--- src/rtl/ram_cmd_arbiter.sv ---
// ram_cmd_arbiter
//   Shares a single-port command-driven RAM between two requesters (A, B).
//   Each accepted word transaction is expanded into the RAM's two-command
//   sequence (address-set, then data-write or read-fetch). Read data comes
//   back with a one-cycle completion pulse to the requester that issued it.
//
// Ports
//   clk, rst_n               clock, asynchronous active-low reset
//   a_valid/a_we/a_addr/a_wdata   requester A request (we: 1 = write)
//   a_ready, a_done          A accepted this cycle / A completion pulse
//   b_*                      same as A, for requester B
//   rdata, err               read data and timeout flag, valid with *_done
//   busy                     transaction in flight (state != IDLE)
//   ram_din, ram_rx_valid    RAM command word {op[1:0], byte} and strobe
//   ram_dout, ram_tx_valid   RAM read data and its valid strobe
//
// Optional build macro
//   ADDR_CACHE_EN  keep shadows of the RAM's write/read address registers
//                  and skip the address-set command when it would be a no-op.
module ram_cmd_arbiter #(
    parameter int ADDR_W  = 8,
    parameter int DATA_W  = 8,
    parameter int TIMEOUT = 4
) (
    input  logic              clk,
    input  logic              rst_n,
    input  logic              a_valid,
    input  logic              a_we,
    input  logic [ADDR_W-1:0] a_addr,
    input  logic [DATA_W-1:0] a_wdata,
    output logic              a_ready,
    output logic              a_done,
    input  logic              b_valid,
    input  logic              b_we,
    input  logic [ADDR_W-1:0] b_addr,
    input  logic [DATA_W-1:0] b_wdata,
    output logic              b_ready,
    output logic              b_done,
    output logic [DATA_W-1:0] rdata,
    output logic              err,
    output logic              busy,
    output logic [9:0]        ram_din,
    output logic              ram_rx_valid,
    input  logic [7:0]        ram_dout,
    input  logic              ram_tx_valid
);

    typedef enum logic [2:0] {IDLE, ADDR, WDATA, RCMD, RWAIT, RESP} state_t;

    localparam logic [7:0] CNT_LAST = 8'(TIMEOUT - 1);

    state_t            state_reg, state_next;
    logic              we_reg;
    logic [ADDR_W-1:0] addr_reg;
    logic [DATA_W-1:0] wdata_reg;
    logic              gnt_b_reg;     // latched grantee: 0 = A, 1 = B
    logic              rr_last_reg;   // last granted: 0 = A, 1 = B
    logic [7:0]        cnt_reg;
    logic [DATA_W-1:0] rdata_reg;
    logic              err_reg;

    logic              grant_a, grant_b, accept, cache_hit;
    logic              sel_we;
    logic [ADDR_W-1:0] sel_addr;
    logic [DATA_W-1:0] sel_wdata;

    // On a tie the requester that was not served last wins.
    assign grant_a   = a_valid && (!b_valid || rr_last_reg);
    assign grant_b   = b_valid && (!a_valid || !rr_last_reg);
    assign accept    = (state_reg == IDLE) && (grant_a || grant_b);
    assign sel_we    = grant_b ? b_we    : a_we;
    assign sel_addr  = grant_b ? b_addr  : a_addr;
    assign sel_wdata = grant_b ? b_wdata : a_wdata;

`ifdef ADDR_CACHE_EN
    logic [ADDR_W-1:0] wr_sh_reg, rd_sh_reg;
    logic              wr_sh_v_reg, rd_sh_v_reg;

    // The RAM keeps its address registers between commands, so an
    // address-set to the value it already holds can be dropped.
    assign cache_hit = sel_we ? (wr_sh_v_reg && (wr_sh_reg == sel_addr))
                              : (rd_sh_v_reg && (rd_sh_reg == sel_addr));

    always_ff @(posedge clk or negedge rst_n) begin
        if (!rst_n) begin
            wr_sh_reg   <= '0;
            rd_sh_reg   <= '0;
            wr_sh_v_reg <= 1'b0;
            rd_sh_v_reg <= 1'b0;
        end else if (state_reg == ADDR) begin
            if (we_reg) begin
                wr_sh_reg   <= addr_reg;
                wr_sh_v_reg <= 1'b1;
            end else begin
                rd_sh_reg   <= addr_reg;
                rd_sh_v_reg <= 1'b1;
            end
        end
    end
`else
    assign cache_hit = 1'b0;
`endif

    always_comb begin
        state_next   = state_reg;
        ram_rx_valid = 1'b0;
        ram_din      = 10'h000;
        a_ready      = 1'b0;
        b_ready      = 1'b0;
        a_done       = 1'b0;
        b_done       = 1'b0;
        case (state_reg)
            IDLE: begin
                a_ready = grant_a;
                b_ready = grant_b;
                if (accept) begin
                    if (cache_hit) state_next = sel_we ? WDATA : RCMD;
                    else           state_next = ADDR;
                end
            end
            ADDR: begin
                ram_rx_valid = 1'b1;
                ram_din      = {(we_reg ? 2'b00 : 2'b10), addr_reg};
                state_next   = we_reg ? WDATA : RCMD;
            end
            WDATA: begin
                ram_rx_valid = 1'b1;
                ram_din      = {2'b01, wdata_reg};
                state_next   = RESP;
            end
            RCMD: begin
                ram_rx_valid = 1'b1;
                ram_din      = {2'b11, 8'h00};
                state_next   = RWAIT;
            end
            RWAIT: begin
                if (ram_tx_valid || (cnt_reg == CNT_LAST)) state_next = RESP;
            end
            RESP: begin
                a_done     = !gnt_b_reg;
                b_done     = gnt_b_reg;
                state_next = IDLE;
            end
            default: state_next = IDLE;
        endcase
    end

    always_ff @(posedge clk or negedge rst_n) begin
        if (!rst_n) begin
            state_reg   <= IDLE;
            we_reg      <= 1'b0;
            addr_reg    <= '0;
            wdata_reg   <= '0;
            gnt_b_reg   <= 1'b0;
            rr_last_reg <= 1'b1;
            cnt_reg     <= 8'h00;
            rdata_reg   <= '0;
            err_reg     <= 1'b0;
        end else begin
            state_reg <= state_next;
            if (accept) begin
                we_reg      <= sel_we;
                addr_reg    <= sel_addr;
                wdata_reg   <= sel_wdata;
                gnt_b_reg   <= grant_b;
                rr_last_reg <= grant_b;
            end
            case (state_reg)
                // A write completes with clean status; set it as RESP is entered.
                WDATA: begin
                    rdata_reg <= '0;
                    err_reg   <= 1'b0;
                end
                RCMD: cnt_reg <= 8'h00;
                RWAIT: begin
                    if (ram_tx_valid) begin
                        rdata_reg <= ram_dout;
                        err_reg   <= 1'b0;
                    end else if (cnt_reg == CNT_LAST) begin
                        rdata_reg <= '0;
                        err_reg   <= 1'b1;
                    end else begin
                        cnt_reg <= cnt_reg + 8'd1;
                    end
                end
                default: ;
            endcase
        end
    end

    assign rdata = rdata_reg;
    assign err   = err_reg;
    assign busy  = (state_reg != IDLE);

endmodule

--- config.mk ---
export PLATFORM = sky130hd
export DESIGN_NAME = ram_cmd_arbiter
export DESIGN_NICKNAME = d
export VERILOG_FILES = /design/src/rtl/ram_cmd_arbiter.sv
export SDC_FILE = /design/constraint.sdc
export NUM_CORES = 1
export LEC_CHECK = 0
export ABC_AREA = 1
export BUFFER_PORTS_ARGS = -buffer_cell sky130_fd_sc_hd__buf_2
export CORE_UTILIZATION = 45
export DETAILED_ROUTE_END_ITERATION = 16
export PLACE_DENSITY = 0.73
export SYNTH_ARGS = -nofsm -noshare
export SYNTH_HDL_FRONTEND = slang
export SYNTH_SLANG_ARGS = --single-unit
--- constraint.sdc ---
create_clock -name clk -period 4.7 [get_ports clk]
set_input_delay 0.94 -clock clk [delete_from_list [all_inputs] [get_ports clk]]
set_output_delay 0.94 -clock clk [all_outputs]
set_load 0.03 [all_outputs]
# Word-level counts from Yosys, hierarchy flattened
# Cells that the tools add are included.
# op_classes
add_sub_neg	1
n_reduce_logical	19
mux	23
n_eq_ne	11
# op_table
operator	n
$mux W8	6
$pmux W8 S2	2
$pmux W10 S3	1
$pmux W3 S5	1
$mux W1	9
$add A8 B1 Y8 const B	1
$eq A8 B2 Y1 const B	1
$ne A2 B2 Y1 const B	4
$eq A3 B2 Y1 const B	2
$eq A3 B3 Y1 const B	2
$mux W3	2
$logic_not A1 Y1	4
$logic_or A1 B1 Y1	4
$reduce_and A2 Y1	2
$reduce_bool A2 Y1	2
$eq A3 B1 Y1 const B	1
$logic_and A1 B1 Y1	3
$logic_not A3 Y1	1
$ne A3 B3 Y1 const B	1
$reduce_and A3 Y1	1
$reduce_bool A3 Y1	1
$reduce_or A3 Y1	1
$mux W2	1
$pmux W1 S2	1
# word_totals
register_bits	39
word_cells	63
output_inout_bits	25
input_bits	47

# Longest topological paths before layout
# Gate-level depths: netlist of run 1.
# depth
ltp_word	7
ltp_mapped	8
depth_no_buf	8

# Worst setup path after synthesis of run 1
# No wires, ideal clock.
# synth_path
kind	input to output
start	in a_valid
end	out a_ready
path_stages	2
t_required_ns	3.760
slack_ns	1.994
path_buffers	0
arrival_ns	1.766
cell_sequence	inv_2 -> a211oi_1
# synth_between
elab_chain_len	2
# synth_lines
element	line_no	text
from (decl)	27	input logic a_valid,
$logic_and A1 B1 Y1	68	assign grant_a = a_valid && (!b_valid || rr_last_reg);
$mux W1	112	case (state_reg)
to (decl)	31	output logic a_ready,
# Every way passes these cells.

# Worst setup path in the final report of run 1
# layout_path
start	in a_valid
end	out b_ready
# layout_between
elab_chain_len	4
# layout_lines
element	line_no	text
$logic_not A1 Y1	69	assign grant_b = b_valid && (!a_valid || !rr_last_reg);
$logic_or A1 B1 Y1	69	
$logic_and A1 B1 Y1	69	
$mux W1	112	
to (decl)	37	output logic b_ready,
# Every way passes these cells.

==> out/qor.csv, run 1 <==
metric,value,unit
Global Route met1 Usage,0.246,
Compound-Gate Fraction of Synth Area,0.112,
Worst setup EP type,output port,
Syn Nets,329,
CP Data Required Time,3760,ps
Initial Util,0.478,
die area,4960,um^2
met3 Use GR,0.0519,
WL final,4.48,mm
commonest cells in the netlist,"nand2_1, dfrtp_1, inv_1",
top cell type's share of synthesized area,0.451,
Yosys warnings,0,
critical path startpoint category,input pin,
final net count,399,
I/O Pins,72,
total iterations of the first detailed-routing run,4,
Peak VDD IR,0.218,mV
period utilisation layout,0.651,
placed cells,396,
global-route wire length before repair,7.63,mm
Vias/cell,4.81,
unrepaired setup endpoints after global routing,false,
Final Max Slew Viols,0,
total congestion overflow,0,
TritonCTS Buffers,5,
Top Usage Layer GRT,met2,
number of distinct library cells after synthesis,24,
setup bufs post-CTS,0,
post-synthesis sequential element count,39,
Post-synth EDFFs,0,
most frequent cell after synthesis,nand2_1,
final hold vios,0,
Post-CTS Resized,0,
f_max,327,MHz
clock slew at reported path FFs,70,ps
Yosys top cell by area,dfrtp_1,
min cycle time layout,3060,ps
post-synthesis adder-cell area fraction,0.00593,
Die X-Extent,70.4,um
Non-Filler Instances,404,
Final ANT Viol Nets,0,
area grow syn2layout,20.8,%
Iter 0 DRT Violations,93,
Post-Synthesis Cells,281,
WS Path Type,input pin to output port,
DR vias,1942,
crit-path max FO,18,
routability cong.,0.773,
hold_buf cts,0,
clk root buf,clkbuf_8,
WP data arrival,2120,ps
final setup violation count,0,
max cap viols,0,
Worst-Margin Slew,860,ps
synth top area cells,"dfrtp_1, nand2_1, inv_1, o21ai_0, nand3_1",
maximum root-to-sink buffer count,2,
Clock Sinks,39,
number of cell rows,24,
largest net degree at the start of global routing,40,
pwr dens,568,nW/um^2
drc violations,0,
gr usage total,0.194,
CTS tree,yes,
Setup TNS,0,ps
Hold WC Path Type,flop to flop,
Final Skew,8.61,ps
leak pwr,1.46,nW
Inserted Diodes,0,
layout cells sized above 1,0.267,
post-DP HPWL,3.16,mm
initial antenna violation count,0,
Port Buffer Count,71,
status,"complete, no violations",
fillcell total,427,
"Clk Latency, worst-skew pair",290,ps
most used flip-flop cell after synthesis,dfrtp_1,
DIE HEIGHT,70.4,um
largest family of logic cells by synthesized area,simple AND/OR/NAND/NOR gates,
mux contribution to synthesized area,0,
mapped cell area,2110,um^2
Async SR Flop Fraction,1.00,
mean post-synth cell area,7.50,um^2
drt wl/cell,11.1,um
Relative slew margins,0.426,
overall power,1.45,mW
"Seq/Total Area, Yosys",0.464,
CTS HTree Levels,2,
met2 usage,0.325,
vias in the first global route,1732,
CORE AREA,4410,um^2
Synth Area in Simple Gates,0.308,
Synth Area in XOR/XNOR,0.0166,
==> final cells by class <==
type | count | area, um^2 | area share
sequential | 39 | 977 | 0.384
multi-input combinational | 199 | 933 | 0.366
timing repair buffer | 72 | 363 | 0.142
inverter | 34 | 128 | 0.0501
clock buffer | 7 | 76.3 | 0.0300
tap | 52 | 65.1 | 0.0255
clock inverter | 1 | 5.00 | 0.00196
==> per-stage QoR <==
step                area, um^2  worst slack [ps]  utilization  hold slack [ps]
global placement          2470              1660        0.559              449
global route              2550              1470        0.577              488
detailed placement        2470              1600        0.559              454
finish                    2550              1640        0.577              469
CTS                       2550              1600        0.577              470
floorplan                 2110              1990            -              476
==> worst paths after layout <==
check | start | endpoint | slack [ps] | cells after the start
max | a_valid | b_ready | 1640 | 7
max reg2reg | rr_last_reg | addr_reg[0] | 2970 | 7
max in group asynchronous | rst_n | rdata[5] | 3400 | 1
min reg2reg | rdata[6] | rdata[6] | 470 | 2
min in group asynchronous | rst_n | cnt_reg[3] | 750 | 1
min | rdata[6] | rdata[6] | 470 | 2
==> worst max-delay path, stage by stage <==
cell	delay, ps
buf_2	80
inv_2	60
o21ai_4	390
inv_2	250
nand2_1	160
inv_1	50
buf_2	170
==> cell usage in the layout, fill, tap and decap left out, drive strengths merged <==
master and count:
o21ai 25, nor3 2, nor2 13, nand2 126, inv 34, xor2 4
dfrtp 38, ha 1, a21oi 1, clkinv 1, nand3 15, dfstp 1
nor4 2, o21bai 1, buf 72, a211oi 1, clkbuf 7, o22ai 8
==> layer usage <==
metal,share of wire,wire length [um]
met1,0.48,2150
met2,0.45,2010
met3,0.062,279
met4,0.0087,39
met5,0,0
==> report_power, final <==
part           switching, mW  leakage [nW]  internal, mW  total, mW
clock network          0.116        0.0422         0.104      0.220
registers             0.0569         0.504         0.459      0.515
logic                  0.504         0.917         0.207      0.711
total                  0.677          1.46         0.770       1.45
==> kinds of logic after synthesis <==
| family | Yosys count |
|---|---|
| AOI/OAI and AO/OA | 36 |
| buffers and inverters | 43 |
| and+or+nand+nor | 158 |
| DFF | 39 |
| xor gates and xnor gates | 4 |
| adders and majority gates | 1 |
(Power assumes the default switching activity.)
==> run 2, diff against run 1 <==
Settings changed: PLACE_DENSITY 0.73 to 0.76.
Clock period 4.7 ns to 2.7 ns, I/O delays scaled along.
==> out/qor.csv, run 2 (synthesis gave the netlist of run 1 again) <==
metric,value,unit
status,"complete, no violations",
DIE HEIGHT,70.4,um
maximum root-to-sink buffer count,2,
Final ANT Viol Nets,0,
TritonCTS Buffers,5,
WL final,4.60,mm
drc violations,0,
Iter 0 DRT Violations,123,
CORE AREA,4410,um^2
drt wl/cell,11.3,um
Final Skew,4.95,ps
WP data arrival,1910,ps
clk root buf,clkbuf_8,
max cap viols,0,
period utilisation layout,0.906,
layout cells sized above 1,0.274,
critical path startpoint category,flop,
Setup TNS,0,ps
WS Path Type,flop to output port,
crit-path max FO,11,
Initial Util,0.478,
area grow syn2layout,21.7,%
most frequent standard cell in the layout excluding fill and tap cells,nand2_1,
total iterations of the first detailed-routing run,4,
Peak VDD IR,0.476,mV
clock slew at reported path FFs,80,ps
f_max,409,MHz
die area,4960,um^2
"Clk Latency, worst-skew pair",290,ps
post-DP HPWL,3.34,mm
Relative slew margins,0.442,
DP Area,2480,um^2
fin util,0.581,
number of cell rows,24,
CTS HTree Levels,2,
Worst-Margin Slew,838,ps
total congestion overflow,0,
I/O Pins,72,
final hold vios,0,
initial antenna violation count,0,
final setup violation count,0,
overall power,2.54,mW
DR vias,1947,
routability cong.,0.778,
leak pwr,1.47,nW
Post-CTS Resized,0,
min cycle time layout,2450,ps
Vias/cell,4.80,
unrepaired setup endpoints after global routing,false,
gr usage total,0.205,
global-route wire length before repair,7.97,mm
final net count,401,
hold_buf cts,0,
Port Buffer Count,71,
Clock Sinks,39,
final instance area,2570,um^2
Hold WC Path Type,input pin to asynchronous set/reset pin,
Worst setup EP type,output port,
largest net degree at the start of global routing,40,
pwr dens,988,nW/um^2
CTS tree,yes,
most frequent cells in the layout,"nand2_1, buf_2, dfrtp_1",
Die X-Extent,70.4,um
setup bufs post-CTS,0,
Inserted Diodes,0,
Final Max Slew Viols,0,
vias in the first global route,1805,
CP Data Required Time,2160,ps
run 2: cell count changes in the layout (fill, tap and decap cells not counted), sizes merged:
| cell | delta |
|---|---|
| clkinvlp | +1 |
| buf | +2 |
| clkbuf | -1 |
run 2: worst max-delay path, stage by stage, from the launching register on:
cell and delay (ps):
dfrtp_1 410, inv_1 190, nand3_1 440, o22ai_1 330
buf_2 240
run 2: final timing paths:
check	startpoint	endpoint	slack [ps]	cells after the start
min reg2reg	err	err	470	2
max reg2reg	state_reg[2]	rdata[4]	960	6
max	state_reg[2]	ram_din[5]	250	4
min in group clk	ram_dout[1]	rdata[1]	450	3
max in group asynchronous	rst_n	addr_reg[5]	1830	1
min	rst_n	cnt_reg[3]	350	1
run 2: cell type report:
class	instances	area, um^2
clock buffer	6	72.6
clock inverter	2	12.5
fill	446	1850
inverter	34	128
multi-input combinational	199	933
sequential	39	977
tap	52	65.1
timing repair buffer	74	378
run 2: through the flow:
stage                     hold WS [ps]  worst slack, ps  cells
after CTS                          380              223    406
after detailed placement           454              557    398
after global routing               426              126    406
after floorplan                    244              654    281
final                              348              253    406
after global placement             451              658    398
run 2: report_power, final:
group,total [mW],internal (mW),switching [mW]
Sequential,0.898,0.798,0.101
Combinational,1.25,0.368,0.883
Clock,0.386,0.180,0.206
Total,2.54,1.35,1.19
run 2: layer usage:
metal | up-vias | track usage | part of all wire
met4 | 0 | 0.0600 | 0.011
met5 | - | 0 | 0
met2 | 58 | 0.342 | 0.46
met3 | 6 | 0.0563 | 0.060
li1 | 1015 | - | -
met1 | 868 | 0.258 | 0.46
==> run 3, diff against run 2 <==
Settings changed: ABC_AREA 1 to default.
==> out/qor.csv, run 3 <==
metric,value,unit
global-route wire length before repair,7.72,mm
area grow syn2layout,24.4,%
Final Max Slew Viols,0,
drc violations,0,
net switching power,1.26,mW
final setup violation count,0,
clk root buf,clkbuf_8,
critical-path cell list,"inv_2, nor2_2, a22oi_1, nor2_1, buf_2",
met2 usage,0.321,
CORE AREA,4350,um^2
CTS tree,yes,
die area,4790,um^2
Global Route met1 Usage,0.268,
Initial Util,0.467,
Yosys warnings,0,
Top Usage Layer GRT,met2,
DR vias,1788,
Port Buffer Count,71,
most used flip-flop cell after synthesis,dfrtp_1,
Setup TNS,0,ps
commonest cells in the netlist,"dfrtp_1, nor2_1, a21oi_1",
"Seq/Total Area, Yosys",0.481,
Inserted Diodes,0,
Final ANT Viol Nets,0,
post-DP HPWL,3.13,mm
final hold vios,0,
clock slew at reported path FFs,80,ps
Worst Path Buf+Inv,2,
drt wl/cell,13.4,um
Syn Nets,257,
CP max stage delay,580,ps
initial antenna violation count,0,
fin util,0.581,
post-synthesis sequential element count,39,
most frequent cell after synthesis,dfrtp_1,
synth top area cells,"dfrtp_1, mux2i_1, nor2_1, a21oi_1, a32o_1",
"Clk Latency, worst-skew pair",290,ps
WP data arrival,1840,ps
leak pwr,1.23,nW
layout cells sized above 1,0.345,
Iter 0 DRT Violations,123,
f_max,421,MHz
most frequent standard cell in the layout excluding fill and tap cells,buf_2,
pwr dens,1110,nW/um^2
number of cell rows,24,
crit-path max FO,12,
Worst-Margin Slew,857,ps
routability cong.,0.906,
maximum root-to-sink buffer count,2,
Post-Synthesis Cells,209,
CTS HTree Levels,2,
Yosys top cell by area,dfrtp_1,
gr usage total,0.199,
Top delay family on crit path,flip-flops,
Async SR Flop Fraction,1.00,
top cell type's share of synthesized area,0.468,
TritonCTS Buffers,5,
WS Path Type,flop to output port,
I/O Pins,72,
period utilisation layout,0.880,
Vias/cell,5.42,
largest net degree at the start of global routing,40,
Clock Power Share,0.175,
DIE HEIGHT,69.2,um
Worst setup EP type,output port,
max cap viols,0,
Net Sw Frac,0.450,
Die X-Extent,69.2,um
mapped cell area,2030,um^2
fillcell total,393,
Pint,1.55,mW
"Max stage delay cell, worst path",dfrtp_1,
register area,977,um^2
vias in the first global route,1729,
final net count,325,
CP Data Required Time,2160,ps
Seq pwr share,0.365,
total iterations of the first detailed-routing run,4,
most frequent cells in the layout,"buf_2, dfrtp_1, nor2_1",
Post-synth EDFFs,0,
critical path startpoint category,flop,
unrepaired setup endpoints after global routing,false,
met3 Use GR,0.0581,
Peak VDD IR,0.581,mV
min cycle time layout,2380,ps
status,"complete, no violations",
Clock Sinks,39,
number of distinct library cells after synthesis,44,
Relative slew margins,0.429,
mean post-synth cell area,9.73,um^2
total congestion overflow,0,
hold_buf cts,0,
Hold WC Path Type,input pin to asynchronous set/reset pin,
combinational group share of total power,0.460,
Multi-input gate area,985,um^2
Final Skew,8.58,ps
WL final,4.43,mm
## run 3: timing repair
item	CTS	global route
buffers inserted	0	0
resized for setup	0	1
endpoints found under the setup margin	0	2
## run 3: path summary, 6_finish.rpt
kind | from | to | slack, ps | depth (start not counted)
min in group clk | ram_dout[2] | rdata[2] | 460 | 2
setup reg to reg | state_reg[2] | cnt_reg[7] | 690 | 4
setup / recovery | state_reg[1] | ram_din[0] | 320 | 5
hold reg to reg | rr_last_reg | rr_last_reg | 510 | 2
max in group asynchronous | rst_n | addr_reg[6] | 1810 | 1
hold / removal | rst_n | cnt_reg[6] | 350 | 1
## run 3: power groups by stage
stage	Combinational (mW)	Clock, mW	Sequential [mW]
floorplan	0.974	0	1.01
global placement	1.27	0	1.03
detailed placement	1.30	0	1.03
CTS	1.30	0.494	1.03
global route	1.43	0.526	1.07
finish	1.29	0.492	1.03
## run 3: area by class of cell
class | instances | share of cell area
clock buffer | 5 | 0.0272
inverter | 5 | 0.00742
timing repair buffer | 73 | 0.146
tap | 52 | 0.0257
multi-input combinational | 153 | 0.389
clock inverter | 3 | 0.0173
sequential | 39 | 0.386
## run 3: metal layers
| layer | share of wire | wire length [um] |
|---|---|---|
| met1 | 0.47 | 2070 |
| met2 | 0.48 | 2130 |
| met3 | 0.050 | 223 |
| met4 | 0.0025 | 11 |
| met5 | 0 | 0 |
## run 3: cells by family after synthesis
| kind of cell | after synthesis | share of synthesized area |
|---|---|---|
| adders and majority gates | 1 | 0.00615 |
| DFF | 39 | 0.481 |
| AOI/OAI and AO/OA | 56 | 0.184 |
| and+or+nand+nor | 76 | 0.193 |
| buffers and inverters | 17 | 0.0382 |
| muxes | 20 | 0.0985 |
## run 3: per-stage QoR
stage,power [mW],cells,instance area [um^2],setup WS [ps],hold slack [ps]
after global placement,2.30,322,2410,553,486
final,2.81,330,2530,323,347
after detailed placement,2.34,322,2410,460,504
after global routing,3.02,330,2530,210,420
after floorplan,1.98,209,2030,686,244
after CTS,2.82,330,2530,139,380
